===== config.mk =====
export PLATFORM = sky130hd
export DESIGN_NAME = msx_slot_select
export DESIGN_NICKNAME = d
export VERILOG_FILES = /design/src/rtl/msx_slot_select.sv
export SDC_FILE = /design/constraint.sdc
export NUM_CORES = 1
export LEC_CHECK = 0
export BUFFER_PORTS_ARGS = -buffer_cell sky130_fd_sc_hd__clkbuf_2
export CORE_ASPECT_RATIO = 0.9
export CORE_MARGIN = 8
export CORE_UTILIZATION = 40
export CTS_CLUSTER_DIAMETER = 100
export DETAILED_ROUTE_END_ITERATION = 8
export MAX_ROUTING_LAYER = met4
export RECOVER_POWER = 50
export SYNTH_ARGS = -nofsm -noshare
export SYNTH_HDL_FRONTEND = slang
export SYNTH_SLANG_ARGS = --single-unit

===== constraint.sdc =====
create_clock -name clk -period 6.5 [get_ports clk]
set_input_delay 0.65 -clock clk [delete_from_list [all_inputs] [get_ports clk]]
set_output_delay 0.65 -clock clk [all_outputs]
set_load 0.03 [all_outputs]

===== src/rtl/msx_slot_select.sv =====
// -----------------------------------------------------------------------------
// msx_slot_select
//
// Purpose:
//   Primary/secondary slot selector for the MSX memory map. Holds the PPI
//   primary-slot register (I/O port PSL_PORT) and one subslot expander register
//   per primary slot (memory address EXP_ADDR). Each CPU access is decoded to
//   {slot, subslot, page}. A registered layout index and a valid strobe are
//   presented to the slot_layout lookup one clock after the access.
//
// Optional feature (macro SLOT_SEL_TRACE_EN):
//   When defined, sel_changed pulses for one clock after any committed register
//   write that changes the stored value. sel_count is a saturating count of
//   those pulses. When undefined, both outputs are tied to zero.
//
// Parameters:
//   SLOTS     number of populated primary slots (1..4); slots >= SLOTS are absent
//   PSL_PORT  I/O port of the primary-slot register
//   EXP_ADDR  memory address of the expander register
//
// Ports:
//   clk          system clock
//   reset_n      synchronous reset, active low
//   cpu_addr     CPU address
//   cpu_dout     CPU write data
//   cpu_wr       CPU write strobe (level, may span several clocks)
//   cpu_rd       CPU read strobe
//   cpu_mreq     memory request
//   cpu_iorq     I/O request
//   cpu_m1       M1 cycle (IORQ with M1 is an interrupt acknowledge)
//   exp_en       per-slot expander present
//   exp_mask     per-slot expander register enable
//   cpu_din      read data, FFh when not driving (AND-bus)
//   psl_reg      primary-slot register
//   active_slot  slot of the current page (combinational)
//   layout_id    registered {slot, subslot, page}
//   layout_valid registered: layout_id belongs to a live memory access
//   exp_hit      current access targets the expander register
//   slot_absent  current page maps to an unpopulated slot
//   sel_changed  one-clock pulse on a slot/subslot register change (trace only)
//   sel_count    saturating count of register changes (trace only)
// -----------------------------------------------------------------------------
module msx_slot_select #(
  parameter int          SLOTS    = 4,
  parameter logic [7:0]  PSL_PORT = 8'hA8,
  parameter logic [15:0] EXP_ADDR = 16'hFFFF
) (
  input  logic        clk,
  input  logic        reset_n,
  input  logic [15:0] cpu_addr,
  input  logic [7:0]  cpu_dout,
  input  logic        cpu_wr,
  input  logic        cpu_rd,
  input  logic        cpu_mreq,
  input  logic        cpu_iorq,
  input  logic        cpu_m1,
  input  logic [3:0]  exp_en,
  input  logic [3:0]  exp_mask,
  output logic [7:0]  cpu_din,
  output logic [7:0]  psl_reg,
  output logic [1:0]  active_slot,
  output logic [5:0]  layout_id,
  output logic        layout_valid,
  output logic        exp_hit,
  output logic        slot_absent,
  output logic        sel_changed,
  output logic [7:0]  sel_count
);

  localparam logic [2:0] SLOT_LIMIT = 3'(SLOTS);

  logic [7:0] exp_reg [4];
  logic [1:0] page;
  logic [1:0] subslot;
  logic       illegal;
  logic       io_wr;
  logic       io_rd;
  logic       exp_sel;
  logic       exp_wr;
  logic       io_wr_q;
  logic       exp_wr_q;
  logic       io_commit;
  logic       exp_commit;

  // Address decode. MREQ and IORQ together is an illegal bus state: it
  // blocks register updates and readback but leaves the layout decode alone.
  always_comb begin
    page        = cpu_addr[15:14];
    active_slot = psl_reg[{page, 1'b0} +: 2];
    subslot     = exp_en[active_slot] ? exp_reg[active_slot][{page, 1'b0} +: 2] : 2'd0;
    illegal     = cpu_mreq & cpu_iorq;
    io_wr       = cpu_iorq & ~cpu_m1 & cpu_wr & (cpu_addr[7:0] == PSL_PORT) & ~illegal;
    io_rd       = cpu_iorq & ~cpu_m1 & cpu_rd & (cpu_addr[7:0] == PSL_PORT) & ~illegal;
    exp_sel     = cpu_mreq & (cpu_addr == EXP_ADDR) & exp_en[active_slot] & exp_mask[active_slot];
    exp_wr      = exp_sel & cpu_wr & ~illegal;
    exp_hit     = exp_sel & (cpu_rd | cpu_wr);
    slot_absent = cpu_mreq & ({1'b0, active_slot} >= SLOT_LIMIT) & ~exp_hit;
    // A write strobe held over several clocks commits only on its first clock.
    io_commit   = io_wr & ~io_wr_q;
    exp_commit  = exp_wr & ~exp_wr_q;
  end

  // Read mux. The expander register reads back inverted, as on real hardware.
  always_comb begin
    cpu_din = 8'hFF;
    if (!illegal) begin
      if (io_rd) begin
        cpu_din = psl_reg;
      end else if (exp_sel && cpu_rd) begin
        cpu_din = ~exp_reg[active_slot];
      end
    end
  end

  // Register file, edge detectors and layout pipeline. The expander write
  // targets the slot selected for page 3 at the time of the write.
  always_ff @(posedge clk) begin
    if (!reset_n) begin
      psl_reg      <= 8'h00;
      for (int i = 0; i < 4; i++) begin
        exp_reg[i] <= 8'h00;
      end
      io_wr_q      <= 1'b0;
      exp_wr_q     <= 1'b0;
      layout_id    <= 6'd0;
      layout_valid <= 1'b0;
    end else begin
      io_wr_q      <= io_wr;
      exp_wr_q     <= exp_wr;
      if (io_commit) begin
        psl_reg <= cpu_dout;
      end
      if (exp_commit) begin
        exp_reg[active_slot] <= cpu_dout;
      end
      layout_id    <= {active_slot, subslot, page};
      layout_valid <= cpu_mreq & ~cpu_iorq & (cpu_rd | cpu_wr) & ~exp_hit & ~slot_absent;
    end
  end

`ifdef SLOT_SEL_TRACE_EN
  logic changed;

  assign changed = (io_commit && (cpu_dout != psl_reg)) ||
                   (exp_commit && (cpu_dout != exp_reg[active_slot]));

  // Change tracing: the pulse and the count step together at the commit edge.
  always_ff @(posedge clk) begin
    if (!reset_n) begin
      sel_changed <= 1'b0;
      sel_count   <= 8'h00;
    end else begin
      sel_changed <= changed;
      if (changed && (sel_count != 8'hFF)) begin
        sel_count <= sel_count + 8'd1;
      end
    end
  end
`else
  assign sel_changed = 1'b0;
  assign sel_count   = 8'h00;
`endif

endmodule


==> results by group, run 1 <==
Timing
  • Clock skew: 0.00707 ns
  • RSZ-0062 raised after global routing: no
  • Pins Over Slew Limit: 9
  • Min cycle time layout: slightly above 4 ns
  • Fmax achieved: between 200 and 250 MHz
  • Setup TNS: 0 ns
  • Final Hold Fails: 0
  • Worst Tran Pin Value: about 1.6 ns
  • Slew headroom: -7.58%
  • Setup-failing EPs final: 0
  • Final worst-path setup slack: 2.41 ns
  • Period utilisation layout: approximately 63%

Setup path
  • Crit path max-delay family: multiplexers
  • Worst-path fanout max: 28
  • Crit path required time: 5.85 ns
  • Critical path class: input pin to output pin
  • Worst setup EP type: output pin
  • Critical path cell sequence: clkbuf_1 -> mux4_2 -> o21a_1 -> a22o_4 -> nor4_4 -> a21oi_1 -> clkbuf_2
  • Buffers plus inverters on the worst setup path: 2
  • Setup crit start kind: input pin
  • Slowest Stage Delay on Critical Path: roughly 0.89 ns
  • Crit path DAT: roughly 3.4 ns
  • Slowest cell on crit path: mux4_2

Clock tree
  • Clock root cell: clkbuf_8
  • Clk slew on worst S/H paths: 0.09 ns
  • Hold Buf Count CTS: 0
  • Clock Latency Late Sink: about 0.3 ns
  • CTS tree: yes
  • Resize count post-CTS: 0
  • CTS sink cnt: between 40 and 50
  • Post-CTS Setup Repair Bufs: 0
  • Total CTS buffers: 5
  • Clock Path Buffers: 2
  • H-tree levels: 2

Power
  • Comb power frac: approximately 9.1%
  • P_leak: approximately 1.2 nW
  • Sequential Power Share: between 50% and 60%
  • Clock share of power: a little over a third
  • Pint: around 0.00047 W
  • Switching part of the total: roughly 23%
  • Net Switching: about 0.00014 W
  • Power Dens Cells: ~200 nW/um2
  • VDD IR max: ~0.00012 V

Worst hold path
  • Hold Crit Class: register to register

Cells and area
  • Area Overhead vs Synth: 16.7%
  • Share of layout cells above drive strength 1: ~22%
  • Max FFs per register: 32
  • Final-stage net count: approximately 330
  • # diodes: 0

Floorplan
  • # rows: 27
  • DIE AREA: ~9300 um2
  • CORE AREA: roughly 6000 um2
  • Chip width: between 100 and 150 um
  • DIE HEIGHT: slightly above 90 um
  • Initial Util: 41.7%
  • I/O Pins: 75

Global routing
  • Initial antenna violation count: 0
  • Total GRT Usage: between 10% and 20%
  • First-pass GRT wire length: approximately 11,000 um
  • GR Overflow Total: 0
  • Largest net degree at the start of global routing: 29
  • Number of global-route vias before repair: approximately 2,000

Logic synthesis
  • Post-synth top cells: and2_1, mux2i_1, edfxtp_1
  • Ys async rst share: 0%
  • Cell with the most instances after synthesis: and2_1
  • Synth area leaders: edfxtp_1, dfxtp_1, mux2i_1
  • Avg Cell Area, Syn: 11.3 um2
  • Yosys cell types: 35
  • Synth Cell Area: roughly 2600 um2
  • Register bit total from synthesis: 49
  • Cells after synthesis: ~230
  • Largest area contributor in the netlist: edfxtp_1
  • Yosys warning total: 0
  • Seq/Total Area, Yosys: approximately half
  • EDFF count, synth: 32
  • Yosys top cell area share: 37.3%
  • Ys flop type: edfxtp_1

Run status
  • Status: finished, violations left
  • Failing checks: capacitance limit, slew limit

Detailed routing
  • Via count: 1,888
  • Post-DR wirelength/cell: 18.5 um
  • Initial DRC count: 74
  • Avg Vias per Cell: ~5
  • DRT Pass-1 Iters: 4
  • Drt drc: 0
  • Post-DRT Antenna Nets: 0
  • WL final: between 6000 and 7000 um

Placed design
  • GPL Wtd Cong: ~0.83
  • Hpwl dp: just over 5000 um
  • Dpl ws: between 2 and 3 ns
  • Port bufs: 64

Flow run
  • Max-cap violations: 1
[power by group through the flow]
| stage | combinational, W | sequential, W | clock, W |
|---|---|---|---|
| 3_3_place_gp | 0.0000561 | 0.000350 | 0 |
| 2_1_floorplan | 0.0000327 | 0.000353 | 0 |
| 5_1_grt | 0.0000612 | 0.000344 | 0.000225 |
| 3_5_place_dp | 0.0000569 | 0.000350 | 0 |
| 4_1_cts | 0.0000570 | 0.000343 | 0.000217 |
| 6_report | 0.0000560 | 0.000343 | 0.000214 |
[layout by cell type, fill, tap and decap left out, types with 2 or more instances in the layout]
master	count
and2_0	11
mux2i_1	33
nand3b_1	4
nor4_1	3
nor3_1	5
clkbuf_8	5
nor2b_1	6
and2_1	28
nand4_1	4
o21ai_0	2
edfxtp_1	32
clkbuf_2	44
nor2_1	18
nand3_1	3
conb_1	10
mux4_2	4
nand2_1	13
and3b_1	2
a21oi_1	9
clkbuf_1	20
or2_2	2
o41ai_2	2
dfxtp_1	17
[worst paths after layout]
check                     from       endpoint  cells after the start  slack (ns)
setup / recovery  cpu_addr[14]     cpu_din[3]                      7        2.41
hold / removal      psl_reg[3]     psl_reg[3]                      2        0.58
setup reg to reg    psl_reg[7]  exp_reg[3][2]                      5        3.11
hold reg to reg     psl_reg[3]     psl_reg[3]                      2        0.58
[cells by family (layout without fill, tap and decap cells)]
group	count (synthesis)	in the layout	synth area share, %
other	1	10	0.145
AOI/OAI and AO/OA	17	17	4.56
DFF	49	49	50.5
and+or+nand+nor	104	104	23.1
buffers and inverters	20	74	5.39
muxes	37	37	16.3
[area by class of cell]
class | instances | area [um2]
fill | 606 | 3170
sequential | 49 | 1300
multi-input combinational | 168 | 1180
timing repair buffer | 65 | 303
tap | 87 | 109
clock buffer | 5 | 68.8
clock inverter | 3 | 41.3
inverter | 1 | 3.75
[metal layers]
metal	GRT usage [%]	part of all wire, %	vias to the layer above
met2	26.2	50	43
met3	2.64	3.5	8
li1	-	-	924
met4	4.65	1.1	0
met5	-	0	-
met1	19.7	46	913
[per-stage QoR]
step	power (W)	util, %	hold WS, ns	area [um2]	cells
final	0.000613	48.7	0.583	3010	378
after floorplan	0.000385	-	0.663	2610	237
after global placement	0.000406	47.4	0.560	2930	370
after detailed placement	0.000407	47.4	0.571	2930	370
after global routing	0.000630	48.7	0.617	3010	378
after CTS	0.000617	49.1	0.586	3040	378
[tightest hold or removal path: cells and delay by family, from the launching register on]
family,cells,cell delay [ns]
muxes,1,0.14
and+or+nand+nor,1,0.05
DFF,1,0.36
Note: power is estimated with default switching activity, not from simulation.
==> inputs of run 2 (changes only) <==
clock period = 3.8 ns   (was 6.5 ns; I/O delays follow)
==> run 2 against run 1 <==
Against the previous run:
- combinational power up 74%
- the flow now finishes without violations
- flip-flop and latch count unchanged
- critical path depth down 1
- largest power group unchanged
- core utilization up 0.47 points
- wire length down 1.5%
- clock power up 40%
- worst setup slack worse by 1.8 ns
- largest cell class unchanged
- critical path type is now register to output pin
- highest routed layer unchanged
- sequential power up 71%
- non-clock buffer count up 9
- register-to-register slack worse by 2.0 ns
==> results by group, run 2 (synthesis gave the netlist of run 1 again) <==
Setup path
  • Setup crit start kind: register
  • Buffers plus inverters on the worst setup path: 1 (-1)
  • Critical path cell sequence: mux4_2 -> o21a_1 -> a22o_4 -> nor4_4 -> a21oi_1 -> clkbuf_2
  • Slowest Stage Delay on Critical Path: 0.64 ns (-0.25 ns)
  • FF-to-FF End: exp_reg[0][6]
  • Slowest cell on crit path: mux4_2
  • Critical path class: register to output pin
  • Worst r2r src: psl_reg[7]
  • Crit path max-delay family: compound AO/OA/AOI/OAI gates
  • Worst-path fanout max: 14 (-50%)
  • Worst setup EP type: output pin
  • Reg2Reg Setup Slack: 1.16 ns (-1.95 ns)
  • Crit path required time: 3.42 ns (-2.43 ns)
  • Crit path DAT: 2.85 ns (-0.59 ns)
  • R2R cell count: 6 (+1)

Floorplan
  • DIE HEIGHT: 92.2 um (unchanged)
  • CORE AREA: 6180 um2 (unchanged)
  • DIE AREA: 9270 um2 (unchanged)
  • Chip width: 101 um (unchanged)
  • Initial Util: 41.7% (unchanged)
  • # rows: 27 (unchanged)
  • I/O Pins: 75 (unchanged)

Detailed routing
  • Via count: 1,929 (+2.2%)
  • Avg Vias per Cell: 4.98 (-0.20%)
  • Drt drc: 0 (unchanged)
  • WL final: 6870 um (-1.5%)
  • Initial DRC count: 68 (-8.1%)
  • Post-DR wirelength/cell: 17.8 um (-3.8%)
  • DRT Pass-1 Iters: 4 (unchanged)
  • Post-DRT Antenna Nets: 0 (unchanged)

Cells and area
  • Most common cell after layout, fill and taps aside: clkbuf_2
  • Area Overhead vs Synth: 17.9%
  • Highest-count cells in the layout ignoring fill and taps: clkbuf_2, and2_1, mux2i_1
  • Final non-filler cell total: 387 (+2.4%)
  • Share of layout cells above drive strength 1: 23.0% (+1.4 points)
  • Final-stage net count: 338 (+2.7%)
  • Max FFs per register: 32 (unchanged)
  • Final Util: 49.1% (+0.47 points)
  • # diodes: 0 (unchanged)

Clock tree
  • H-tree levels: 2 (unchanged)
  • Clock Path Buffers: 2 (unchanged)
  • CTS sink cnt: 49 (unchanged)
  • Resize count post-CTS: 0 (unchanged)
  • Post-CTS Setup Repair Bufs: 0 (unchanged)
  • CTS tree: yes
  • Clock Latency Late Sink: 0.30 ns (about the same)
  • Total CTS buffers: 5 (unchanged)
  • Clk slew on worst S/H paths: 0.08 ns (about the same)
  • Clock root cell: clkbuf_8
  • Hold Buf Count CTS: 0 (unchanged)

Power
  • Design Power: 0.000982 W (+60%)
  • Power Dens Cells: 323 nW/um2 (+59%)
  • P_leak: 1.18 nW (+2.3%)
  • VDD IR max: 0.000126 V (+7.7%)

Timing
  • Clock skew: 0.00739 ns (+0.000314 ns)
  • Setup-failing EPs final: 0 (unchanged)
  • Setup TNS: 0 ns (unchanged)
  • Fmax achieved: just over 300 MHz
  • Slew headroom: 43.4% (+51 points)
  • Min cycle time layout: roughly 3.2 ns
  • Final Hold Fails: 0 (unchanged)
  • Period utilisation layout: between 80% and 90%
  • Worst Tran Pin Value: 0.849 ns (-0.747 ns)
  • Pins Over Slew Limit: 0 (-9)
  • RSZ-0062 raised after global routing: no

Global routing
  • Grt peak-use layer: met2
  • Number of global-route vias before repair: 2,019 (+0.15%)
  • Initial antenna violation count: 0 (unchanged)
  • Largest net degree at the start of global routing: 17 (-41%)
  • Met2 Usage GRT: 26.5% (+0.28 points)
  • GR Overflow Total: 0 (unchanged)
  • First-pass GRT wire length: 10,900 um (-0.88%)
  • Total GRT Usage: 15.8% (-0.24 points)
  • GR met3 Demand/Resource: 2.34% (-0.30 points)
  • Met1 Use GR: 19.0% (-0.67 points)

Worst hold path
  • Hold Crit Class: input pin to register
  • Worst min-delay path startpoint: cpu_wr
  • Min-Delay Endpoint: io_wr_q
  • Worst hold stages: 3 (+1)

Flow run
  • Max-cap violations: 0 (-1)

Run status
  • Status: complete, no violations

Placed design
  • Port bufs: 64 (unchanged)
  • Placed Instances: 379 (+2.4%)
  • GPL Wtd Cong: 0.824 (-1.2%)
  • Hpwl dp: 5270 um (+2.2%)
## run 2: area by class of cell
type                    count  area, um2
clock buffers               7       76.3
clock inverters             1       7.51
fillers                   602       3140
inverters                   1       3.75
multi-input cells         168       1190
flip-flops and latches     49       1300
well taps                  87        109
repair buffers             74        354
## run 2: metal layers
metal / vias up / wire, um
met5: - / 0
met4: 0 / 82
met3: 6 / 399
met2: 53 / 3450
met1: 931 / 2940
li1: 939 / -
## run 2: how the worst max path moves through the flow
| stage | startpoint | to | slack [ns] | depth (start not counted) |
|---|---|---|---|---|
| final | psl_reg[7] | cpu_din[3] | 0.57 | 6 |
| after global routing | psl_reg[7] | cpu_din[3] | 0.45 | 6 |
| after CTS | psl_reg[7] | cpu_din[3] | 0.55 | 6 |
| after detailed placement | cpu_addr[14] | cpu_din[3] | 0.62 | 7 |
| after global placement | cpu_addr[14] | cpu_din[3] | 0.65 | 7 |
| after floorplan | cpu_addr[14] | exp_reg[3][0] | 0.50 | 7 |
## run 2: through the flow
stage | area (um2) | hold slack [ns] | setup slack, ns
2_1_floorplan | 2610 | 0.502 | 0.504
3_3_place_gp | 3000 | 0.567 | 0.651
3_5_place_dp | 3000 | 0.569 | 0.624
4_1_cts | 3080 | 0.351 | 0.553
5_1_grt | 3040 | 0.365 | 0.453
6_report | 3040 | 0.357 | 0.573
## run 2: worst register-to-register path, stage by stage, from the launching register on
cell     delay, ns
dfxtp_1       0.37
mux4_2        0.64
o21a_1        0.25
a22o_4        0.28
or2_4         0.25
o41ai_2       0.31
buf_4         0.25
## run 2: power by group
part / switching (W) / total, W / internal (W)
clock: 0.000168 / 0.000299 / 0.000130
combinational: 0.0000630 / 0.0000975 / 0.0000345
sequential: 0.00000434 / 0.000586 / 0.000582
==> inputs of run 3 (changes only) <==
PLACE_DENSITY = 0.67   (was not set)
clock period = 2.8 ns   (was 3.8 ns; I/O delays follow)
==> run 3 against run 2 <==
Against the previous run:
- sequential share of layout area decreased by 1.5 points
- count of clock-buffer cells in the layout decreased by 2
- critical path depth up 1
- cell count rose by 0.26%
- die area is the same
- sequential power up 36%
- non-clock buffer count is 1 higher
- global-route usage decreased by 0.31 points
- power rose by 55%
- largest cell class unchanged
- core utilization is 1.8 points higher
- wire length is 1.3% lower
==> results by group, run 3 (synthesis gave the netlist of run 1 again) <==
Placed design
  • GPL Wtd Cong: 0.824 (unchanged)
  • Dpl ws: 0.0649 ns (-0.559 ns)
  • Port bufs: 64 (unchanged)
  • Placed standard-cell area: 3020 um2 (+0.75%)
  • Placed Instances: 379 (unchanged)
  • Hpwl dp: 5240 um (-0.63%)

Detailed routing
  • Post-DRT Antenna Nets: 0 (unchanged)
  • Via count: 1,949 (+1.0%)
  • Avg Vias per Cell: 5.02 (+0.78%)
  • Post-DR wirelength/cell: 17.5 um (-1.5%)
  • Initial DRC count: 129 (+90%)
  • Drt drc: 0 (unchanged)
  • WL final: 6780 um (-1.3%)
  • DRT Pass-1 Iters: 4 (unchanged)

Clock tree
  • CTS sink cnt: 49 (unchanged)
  • Clock root cell: clkbuf_8
  • Total CTS buffers: 5 (unchanged)
  • Clk slew on worst S/H paths: 0.09 ns (about the same)
  • Clock Latency Late Sink: 0.30 ns (about the same)
  • CTS tree: yes
  • Clock Path Buffers: 2 (unchanged)
  • H-tree levels: 2 (unchanged)
  • Hold Buf Count CTS: 0 (unchanged)

Timing
  • Pins Over Slew Limit: 0 (unchanged)
  • Final worst-path setup slack: 0.0904 ns (-0.482 ns)
  • Period utilisation layout: 96.8%
  • Setup-failing EPs final: 0 (unchanged)
  • Min cycle time layout: around 2.7 ns
  • RSZ-0062 raised after global routing: no
  • Fmax achieved: 369 MHz
  • Final Hold Fails: 0 (unchanged)
  • Slew headroom: 44.3% (+0.97 points)
  • Clock skew: 0.0110 ns (+0.00361 ns)
  • Worst Tran Pin Value: 0.828 ns (-0.0209 ns)

Floorplan
  • DIE AREA: 9270 um2 (unchanged)
  • Initial Util: 41.7% (unchanged)
  • DIE HEIGHT: 92.2 um (unchanged)
  • # rows: 27 (unchanged)
  • I/O Pins: 75 (unchanged)
  • CORE AREA: 6180 um2 (unchanged)
  • Chip width: 101 um (unchanged)

Power
  • Clock share of power: 38.8% (+8.4 points)
  • VDD IR max: 0.000280 V (+120%)
  • Net Switching: 0.000329 W (+40%)
  • Switching part of the total: 21.6% (-2.4 points)
  • Power Dens Cells: 484 nW/um2 (+50%)
  • Comb power frac: 8.9% (-1.0 points)
  • Pint: 0.00119 W (+60%)
  • P_leak: 1.24 nW (+4.9%)
  • Sequential Power Share: 52.3% (-7.3 points)

Setup path
  • R2R cell count: 6 (unchanged)
  • Critical path class: register to output pin
  • Slowest Stage Delay on Critical Path: 0.55 ns (-0.09 ns)
  • Critical path cell sequence: mux4_2 -> o21a_1 -> a22o_4 -> nor4_4 -> buf_6 -> a21oi_1 -> clkbuf_2
  • Crit path max-delay family: compound AO/OA/AOI/OAI gates
  • Reg2Reg Setup Slack: 0.27 ns (-0.89 ns)
  • Slowest cell on crit path: mux4_2
  • Buffers plus inverters on the worst setup path: 2 (+1)
  • Crit path DAT: 2.43 ns (-0.42 ns)
  • Setup crit start kind: register
  • FF-to-FF End: exp_reg[0][7]
  • Crit path required time: 2.52 ns (-0.90 ns)
  • Worst setup EP type: output pin
  • Worst-path fanout max: 8 (-6)
  • Worst r2r src: psl_reg[7]

Global routing
  • Initial antenna violation count: 0 (unchanged)
  • Largest net degree at the start of global routing: 18 (+1)
  • Total GRT Usage: 15.4% (-0.31 points)
  • First-pass GRT wire length: 10,800 um (-0.81%)
  • Number of global-route vias before repair: 2,064 (+2.2%)
  • GR Overflow Total: 0 (unchanged)

Cells and area
  • Final Cell Area: 3150 um2 (+3.6%)
  • Final Util: 50.9% (+1.8 points)
  • Max FFs per register: 32 (unchanged)
  • Final non-filler cell total: 388 (+0.26%)
  • Highest-count cells in the layout ignoring fill and taps: clkbuf_2, and2_1, mux2i_1
  • # diodes: 0 (unchanged)
  • Most common cell after layout, fill and taps aside: clkbuf_2
  • Share of layout cells above drive strength 1: 24.3% (+1.3 points)
  • Final-stage net count: 339 (+0.30%)
  • Area Overhead vs Synth: 22.1%

Worst hold path
  • Min-Delay Endpoint: io_wr_q
  • Worst hold stages: 3 (unchanged)
  • Worst min-delay path startpoint: cpu_wr
  • Hold Crit Class: input pin to register

Run status
  • Status: complete, no violations

Flow run
  • Max-cap violations: 0 (unchanged)
-- run 3: layout make-up --
class / instances / area (um2)
timing repair buffer: 75 / 375
clock buffer: 5 / 68.8
multi-input combinational: 168 / 1220
clock inverter: 3 / 65.1
fill: 577 / 3040
inverter: 1 / 3.75
tap: 87 / 109
sequential: 49 / 1300
-- run 3: worst register-to-register path, cell delays in order (launching register included) --
cell,delay [ns]
dfxtp_1,0.37
mux4_2,0.55
o21a_1,0.22
a22o_4,0.28
or2_4,0.27
o41ai_4,0.32
buf_4,0.24
-- run 3: power by group through the flow --
stage	Combinational [W]	Sequential, W	Clock [W]
6_report	0.000135	0.000796	0.000591
5_1_grt	0.000148	0.000799	0.000632
4_1_cts	0.000138	0.000796	0.000599
3_5_place_dp	0.000137	0.000813	0
3_3_place_gp	0.000135	0.000812	0
2_1_floorplan	0.0000802	0.000818	0
-- run 3: routing by layer --
metal	part of all wire [%]	vias up	global-route usage (%)	routed length (um)
met1	45	932	19.8	3070
met3	5.3	9	3.63	358
li1	-	943	-	-
met4	0.94	0	3.77	64
met2	49	65	23.9	3300
met5	0	-	-	0
-- run 3: worst max path at each step --
stage               depth (start not counted)         start          to  slack, ns
finish                                      7    psl_reg[7]  cpu_din[0]       0.09
global route                                7    psl_reg[7]  cpu_din[1]      0.007
CTS                                         7    psl_reg[6]  cpu_din[3]       0.02
detailed placement                          8  cpu_addr[14]  cpu_din[3]       0.06
global placement                            8  cpu_addr[14]  cpu_din[1]       0.14
floorplan                                   6    psl_reg[7]     exp_hit     -0.003
-- run 3: timing repair --
action,4_1_cts,5_1_grt
buffers inserted,1,0
pin swaps,0,0
gates resized for setup,2,12
endpoints found under the hold margin,0,0
endpoints found under the setup margin,6,7
cloned,0,0
-- run 3: through the flow --
step	total power (W)	hold slack [ns]	TNS, ns
5_1_grt	0.00158	0.253	0
6_report	0.00152	0.251	0
3_5_place_dp	0.000950	0.565	0
2_1_floorplan	0.000898	0.402	-0.00312
3_3_place_gp	0.000947	0.558	0
4_1_cts	0.00153	0.245	0
